**src/rtl/sensor_frontend.sv**
```systemverilog
// sensor_frontend: debounces door/window/fire-alarm pins and averages
// temperature samples over a sliding window for the integ controller.
//
// Ports:
//   Clk, Rst          clock (rising edge), async active-low reset
//   fd_raw, rd_raw    front/rear door pins (asynchronous)
//   w_raw, fa_raw     window / fire-alarm pins (asynchronous)
//   temp_raw[6:0]     temperature sample, qualified by temp_valid
//   temp_valid        one-cycle sample strobe
//   SFD, SRD, SW, SFA debounced binary sensors
//   ST[6:0]           windowed mean temperature
//   ST_valid          window is full, ST is trustworthy
//   sens_chg          one-cycle pulse after any output change

module sensor_frontend_deb #(
    parameter int N = 16
) (
    input  logic Clk,
    input  logic Rst,
    input  logic raw,
    output logic q
);

    localparam int CW = $clog2(N) + 1;
    localparam logic [CW-1:0] LAST = CW'(N - 1);

    logic          s1;
    logic          s2;
    logic [CW-1:0] cnt;

    always_ff @(posedge Clk or negedge Rst) begin
        if (!Rst) begin
            s1  <= 1'b0;
            s2  <= 1'b0;
            cnt <= '0;
            q   <= 1'b0;
        end else begin
            s1 <= raw;
            s2 <= s1;
            if (s2 == q) begin
                cnt <= '0;
            end else if (cnt == LAST) begin
                q   <= s2;
                cnt <= '0;
            end else begin
                cnt <= cnt + 1'b1;
            end
        end
    end

endmodule

module sensor_frontend #(
    parameter int DEB_CYCLES = 16,
    parameter int FA_DEB     = 4,
    parameter int AVG_LOG2   = 2
) (
    input  logic       Clk,
    input  logic       Rst,
    input  logic       fd_raw,
    input  logic       rd_raw,
    input  logic       w_raw,
    input  logic       fa_raw,
    input  logic [6:0] temp_raw,
    input  logic       temp_valid,
    output logic       SFD,
    output logic       SRD,
    output logic       SW,
    output logic       SFA,
    output logic [6:0] ST,
    output logic       ST_valid,
    output logic       sens_chg
);

    localparam int W    = 1 << AVG_LOG2;
    localparam int PW   = (AVG_LOG2 > 0) ? AVG_LOG2 : 1;
    localparam int SUMW = 7 + AVG_LOG2;
    localparam int FW   = AVG_LOG2 + 1;

    // Binary channels
    sensor_frontend_deb #(.N(DEB_CYCLES)) u_fd (
        .Clk (Clk),
        .Rst (Rst),
        .raw (fd_raw),
        .q   (SFD)
    );

    sensor_frontend_deb #(.N(DEB_CYCLES)) u_rd (
        .Clk (Clk),
        .Rst (Rst),
        .raw (rd_raw),
        .q   (SRD)
    );

    sensor_frontend_deb #(.N(DEB_CYCLES)) u_w (
        .Clk (Clk),
        .Rst (Rst),
        .raw (w_raw),
        .q   (SW)
    );

    sensor_frontend_deb #(.N(FA_DEB)) u_fa (
        .Clk (Clk),
        .Rst (Rst),
        .raw (fa_raw),
        .q   (SFA)
    );

    // Temperature window
    logic [6:0]      win [W];
    logic [PW-1:0]   wp;
    logic [PW-1:0]   wp_nxt;
    logic [SUMW-1:0] sum;
    logic [FW-1:0]   fill;
    logic            full;
    logic [6:0]      oldest;

    assign full = (fill == FW'(W));

    // Until the window is full the slot being overwritten holds no
    // sample yet, so it must not be subtracted from the sum.
    assign oldest = full ? win[wp] : 7'd0;

    assign wp_nxt = (wp == PW'(W - 1)) ? '0 : wp + 1'b1;

    always_ff @(posedge Clk or negedge Rst) begin
        if (!Rst) begin
            for (int i = 0; i < W; i++) begin
                win[i] <= '0;
            end
            wp   <= '0;
            sum  <= '0;
            fill <= '0;
        end else if (temp_valid) begin
            win[wp] <= temp_raw;
            wp      <= wp_nxt;
            sum     <= sum + SUMW'(temp_raw) - SUMW'(oldest);
            if (!full) begin
                fill <= fill + 1'b1;
            end
        end
    end

    always_ff @(posedge Clk or negedge Rst) begin
        if (!Rst) begin
            ST       <= '0;
            ST_valid <= 1'b0;
        end else begin
            ST       <= full ? 7'(sum >> AVG_LOG2) : 7'd0;
            ST_valid <= full;
        end
    end

    // Change detect on the output vector
    logic [10:0] cur;
    logic [10:0] prev;

    assign cur = {SFD, SRD, SW, SFA, ST};

    always_ff @(posedge Clk or negedge Rst) begin
        if (!Rst) begin
            prev     <= '0;
            sens_chg <= 1'b0;
        end else begin
            prev     <= cur;
            sens_chg <= (cur != prev);
        end
    end

endmodule
```
**config.mk**
```make
export PLATFORM = sky130hd
export DESIGN_NAME = sensor_frontend
export DESIGN_NICKNAME = d
export VERILOG_FILES = /design/src/rtl/sensor_frontend.sv
export SDC_FILE = /design/constraint.sdc
export NUM_CORES = 1
export LEC_CHECK = 0
export CAP_MARGIN = 25
export CORE_UTILIZATION = 59
export DETAILED_ROUTE_END_ITERATION = 7
export PLACE_DENSITY = 0.85
export RECOVER_POWER = 25
export SLEW_MARGIN = 20
export SYNTH_ARGS = -nofsm -noshare
export SYNTH_HDL_FRONTEND = slang
export SYNTH_SLANG_ARGS = --single-unit
```
**constraint.sdc**
```tcl
create_clock -name Clk -period 4 [get_ports Clk]
set_clock_uncertainty 0.2 [all_clocks]
set_input_delay 1.2 -clock Clk [delete_from_list [all_inputs] [get_ports Clk]]
set_output_delay 1.2 -clock Clk [all_outputs]
set_load 0.1 [all_outputs]
```
Word level (Yosys, flattened, before mapping)
Cells that the tools add are included.
Storage, ports and cells
  flip-flop bits (word level): 92
  word-level logic and storage cells: 77
Cells by class
  order comparisons: 2
  equality and inequality tests: 11
  add/subtract/negate cells: 8
  reductions and logical operators: 6
  muxes and demuxes: 17
  bitwise operators: 6
Operators by type and width (number)
  7-bit 2-to-1 mux: 5
  5-bit 2-to-1 mux: 6
  28-bit bitwise mux: 1
  5-bit by 1-bit adder with 5-bit output (second input constant): 3
  5-bit by 4-bit equality test with 1-bit output (second input constant): 3
  7-bit binary-select mux with 2-bit select: 1
  7-bit demux with 2-bit select: 1
  11-bit != test: 1
  2-bit AND reduction: 5
  9-bit by 7-bit adder with 9-bit output: 1
  9-bit by 7-bit subtractor with 9-bit output: 1
  3-bit by 1-bit adder with 3-bit output (second input constant): 2
  3-bit 2-to-1 mux: 2
  1-bit inverter: 5
  1-bit equality test: 4
  3-bit by 2-bit equality test with 1-bit output (second input constant): 1
  3-bit equality test (second input constant): 1
  3-bit >= comparator (second input constant): 1
  3-bit by 1-bit less-than comparator with 1-bit output (second input constant): 1
  2-bit inverter with 3-bit output: 1
  2-bit by 1-bit adder with 2-bit output (second input constant): 1
  2-bit equality test (second input constant): 1
  2-bit 2-to-1 mux: 1
  1-bit logical AND: 1

Depth between registers and ports, before layout
Gate-level depths: netlist (run 1).
  depth in word-level cells: 6
  depth in mapped cells: 15

Cells and area by module
Synthesis (run 1) repeated with hierarchy kept, for this count alone.
Unflattened totals
  cells, all modules: 354
  area, all modules: 4179.0 um^2
Modules (own cells, without submodules)
  sensor_frontend: times used 1, cells an instance 272, area an instance 3027.9 um^2
  sensor_frontend_deb at u_fd ...: times used 3, cells an instance 23, area an instance 311.5 um^2
  sensor_frontend_deb at u_fa: times used 1, cells an instance 13, area an instance 216.5 um^2

Least setup slack after synthesis (run 1)
No wires, ideal clock.
  path kind: in2reg
  start: input temp_raw[2]
  end: register sum[8]
  path slack: 0.553 ns
  arrival: 3.144 ns
  stages on the path: 9
  path buffers: 0
  library setup time: 0.104 ns
  cell sequence: inv_1 -> fa_1 -> inv_1 -> ha_1 -> nor2b_4 -> o31a_1 -> o211a_1 -> a311o_1 -> o41ai_2
On the way
  longest elaborated chain between the ends: 2
Ends and longest elaborated chain
  start: declaration: RTL line 64  | input logic [6:0] temp_raw,
  9-bit by 7-bit adder with 9-bit output: RTL line 137  | sum <= sum + SUMW'(temp_raw) - SUMW'(oldest);
  9-bit by 7-bit subtractor with 9-bit output: RTL line 137
  end signal: assignment: RTL line 137
  end: declaration: RTL line 113  | logic [SUMW-1:0] sum;
Every way passes these cells.
A chain may end at the register's enable or synchronous reset.

Final worst setup path (run 1)
  start: register wp[0]
  end: register sum[6]
On the way
  longest elaborated chain between the ends: 6
Ends and longest elaborated chain
  start: declaration: RTL line 111  | logic [PW-1:0] wp;
  start signal: assignment: RTL line 136  | wp <= wp_nxt;
  2-bit inverter with 3-bit output (not written as such): RTL line 122  | assign oldest = full ? win[wp] : 7'd0;
  7-bit binary-select mux with 2-bit select: RTL line 122
  7-bit 2-to-1 mux (not written as such) (2 in series): RTL line 122
  7-bit 2-to-1 mux: RTL line 122
  9-bit by 7-bit subtractor with 9-bit output: RTL line 137
Every way passes these cells. The select of a mux whose other input is x is not followed.

==> impl_metrics.csv, run 1 <==
group,metric,value,unit
timing,max_slew.worst_pin.slew,1.21,ns
setup_path,worstSetupPathType,"reg -> reg",
grt,use_met2,40.6,%
grt,use_met3,5.24,%
timing,fmax,272,MHz
synth,synthArstFlopShare,100,%
timing,fin_setup_tns,0,ns
setup_path,crit_start,"wp[0]$_DFFE_PN0P_",
grt,grt_overflow,0,
setup_path,required,4.05,ns
grt,grt.total_usage,22.8,%
die,io_pins,27,
final_layout,drive_gt1_share,13.0,%
setup_path,crit_slowest_cell,"dfrtp_1",
timing,drv_slew,0,
run,maxCapViolCount,0,
place,place_ws,0.0296,ns
cts,cts_inserted_buffers,9,
cts,holdBufCountCts,0,
synth,synth.distinct_cells,38,
setup_path,worstSetupStartpointType,"flip-flop",
timing,rsz0062_at_grt,"no",
cts,clk_latency,0.37,ns
synth,ys_warn_count,0,
timing,hold_viol,0,
route,drt-total-wl,7280,µm
die,die_x,86.5,µm
synth,synth_area,4210,µm²
setup_path,timing.rr.start,"wp[0]$_DFFE_PN0P_",
synth,synth_cells,369,
timing,setup_violations,0,
hold_path,hold_path.class,"reg -> reg",
cts,path_clk_slew,0.09,ns
pwr,total_power,3.91,mW
grt,grt_pass1_vias,2886,
synth,synth-edff-count,0,
timing,fin_crit_sh,91.7,%
final_layout,n_antenna_cell,0,
synth,syn_area_per_cell,11.4,µm²
setup_path,reg2regPathDepth,9,
setup_path,crit_path_end_kind,"flip-flop",
route,drtAntennaViolNets,0,
route,vias_per_cell,5.32,
grt,grt_max_degree,50,
final_layout,nets,445,
setup_path,r2r_setup_slack,0.33,ns
timing,slew_headroom,19.3,%
setup_path,cp-endpoint,"sum[6]$_DFFE_PN0P_",
setup_path,crit_path_cell_trace,"mux4_2, and2_1, fa_1, fa_1, nor2b_4, o21ai_1, o221ai_1, xor2_1, mux2_2",
route,drcViolationCount,0,
cts,cts_buffer_depth,2,
cts,post_cts_buffers,0,
die,coreArea,6830,µm²
timing,period_needed,3.67,ns
die,die_y,86.5,µm
final_layout,area_growth,13.2,%
die,rows,30,
setup_path,cp_common_cell,"fa_1",
grt,met1_usage,26.3,%
grt,antenna_found_initial,0,
synth,synthFlopType,"dfrtp_1",
route,initialDrtViolationCount,142,
pwr,peakVddDrop,0.430,mV
run_status,status,"finished, final reports clean",
pwr,power_density,819,nW/µm²
cts,h-tree-depth,3,
final_layout,post-route-util,69.8,%
synth,ys_seq_area_share,54.7,%
place,hpwlAfterDp,5250,µm
timing,layout_setup_ws,0.330,ns
place,port_buffers,26,
grt,busiest_layer,"met2",
setup_path,arrival,3.72,ns
synth,synth_nets,409,
cts,cts_tree,"built",
pwr,p_leak,2.44,nW
place,gp_congestion,0.848,
setup_path,rr_endpoint,"sum[6]$_DFFE_PN0P_",
die,initial_core_util,61.6,%
cts,cts.sinks,92,
setup_path,slowest_delay,0.72,ns
cts,post_cts_resized,0,
route,wl_per_cell,14.4,µm
die,die_area,7480,µm²
cts,clockRootBuffer,"clkbuf_8",
setup_path,cp_max_fo,11,
route,dr.pass1.iters,4,
grt,grt_pass1_wl,12900,µm
route,vias,2689,
synth,ys_ff_latch,92,
-- report_power, final --
group	internal, mW	leakage [nW]	switching, mW
sequential	1.22	1.17	0.215
clock	0.291	0.0923	0.336
combinational	0.787	1.17	1.06
-- cells in the mapped netlist (6+ instances only) --
cell type  instances  share of area (%)
xor2_1            22                4.6
fa_1               7                3.3
dfrtp_1           92                 55
clkbuf_1           7               0.62
a21oi_1            9                1.1
and2_1            12                1.8
ha_1              19                5.6
mux2_2             7                1.9
and3_1            12                1.8
inv_1             40                3.6
o21ai_0            7               0.83
nand2_1           37                3.3
o21ai_1           28                3.3
nor2_1            15                1.3
mux4_2             7                3.7
nor3_1             6               0.71
nand3_1            7               0.83
-- registers in the layout, summed over array words and instances (netlist names), 3 cells and up --
name	cells
sum	9
u_w.cnt	5
u_fd.cnt	5
fill	3
prev	11
u_fa.cnt	3
ST	7
u_rd.cnt	5
win	28
-- worst min-delay path by stage --
stage	start	to	slack (ns)	depth (start not counted)
final	u_fd.s1$_DFF_PN0_	u_fd.s2$_DFF_PN0_	0.15	0
after global routing	u_rd.s1$_DFF_PN0_	u_rd.s2$_DFF_PN0_	0.16	0
after CTS	u_fd.s1$_DFF_PN0_	u_fd.s2$_DFF_PN0_	0.15	0
after detailed placement	u_fd.s1$_DFF_PN0_	u_fd.s2$_DFF_PN0_	0.13	0
after global placement	u_rd.s1$_DFF_PN0_	u_rd.s2$_DFF_PN0_	0.13	0
after floorplan	u_fa.s1$_DFF_PN0_	u_fa.s2$_DFF_PN0_	0.13	0
-- cell usage in the layout, fill, tap and decap left out, drive strengths merged --
cell	instances
dfrtp	92
inv	42
nand2	37
o21ai	35
xor2	22
buf	21
ha	19
nor2	15
and3	12
and2	12
clkbuf	10
mux2	10
a21oi	9
clkdlybuf4s50	8
mux4	7
nand3	7
fa	7
nor3	6
xnor2	4
o211ai	4
dlygate4sd3	4
nor2b	3
nor3b	2
nor4	2
or3	2
mux2i	2
nand2b	2
clkinvlp	2
a31oi	1
o21a	1
o31a	1
o211a	1
a311o	1
o41ai	1
o221ai	1
o31ai	1
o22ai	1
clkinv	1
bufinv	1
-- area by class of cell --
| class | count | area, µm² |
|---|---|---|
| Timing Repair Buffer | 34 | 283 |
| Fill cell | 516 | 2060 |
| Sequential cell | 92 | 2300 |
| Clock buffer | 9 | 124 |
| Tap cell | 96 | 120 |
| Clock inverter | 6 | 71.3 |
| Multi-Input combinational cell | 228 | 1720 |
| Inverter | 40 | 150 |
-- critical path, delay by kind of cell, from the launching register on --
family,cells,cell delay [ns]
xor gates and xnor gates,1,0.11
DFF,1,0.72
adders and majority gates,2,1.01
muxes,2,0.84
and+or+nand+nor,2,0.33
AOI/OAI and AO/OA,2,0.35
-- kinds of logic (layout without fill, tap and decap cells) --
logic type / Yosys count / in the layout / share of synthesized area, %
adders and majority gates: 26 / 26 / 8.97
muxes: 19 / 19 / 6.89
AOI/OAI and AO/OA: 57 / 57 / 7.87
DFF: 92 / 92 / 54.7
and+or+nand+nor: 100 / 100 / 11.6
buffers and inverters: 49 / 89 / 4.58
xor gates and xnor gates: 26 / 26 / 5.41
-- layer usage --
layer | share of wire, % | vias to the layer above | routed length [µm]
met5 | 0 | - | 0
met1 | 43 | 1332 | 3140
met4 | 2.2 | 0 | 158
met2 | 52 | 40 | 3750
li1 | - | 1299 | -
met3 | 3.2 | 18 | 230
-- stage by stage --
step / std cells / instance area (µm²) / hold slack (ns)
finish: 505 / 4770 / 0.147
global route: 505 / 4770 / 0.163
CTS: 505 / 4770 / 0.151
detailed placement: 490 / 4570 / 0.135
global placement: 490 / 4570 / 0.134
floorplan: 369 / 4210 / 0.131
No activity file was read; power rests on OpenSTA's default activity.
==> run 2: changes to the inputs <==
Settings changed: CTS_CLUSTER_SIZE set to 10.
==> results of run 2 <==
Final layout, timing and power as in run 1 (identical DEF).
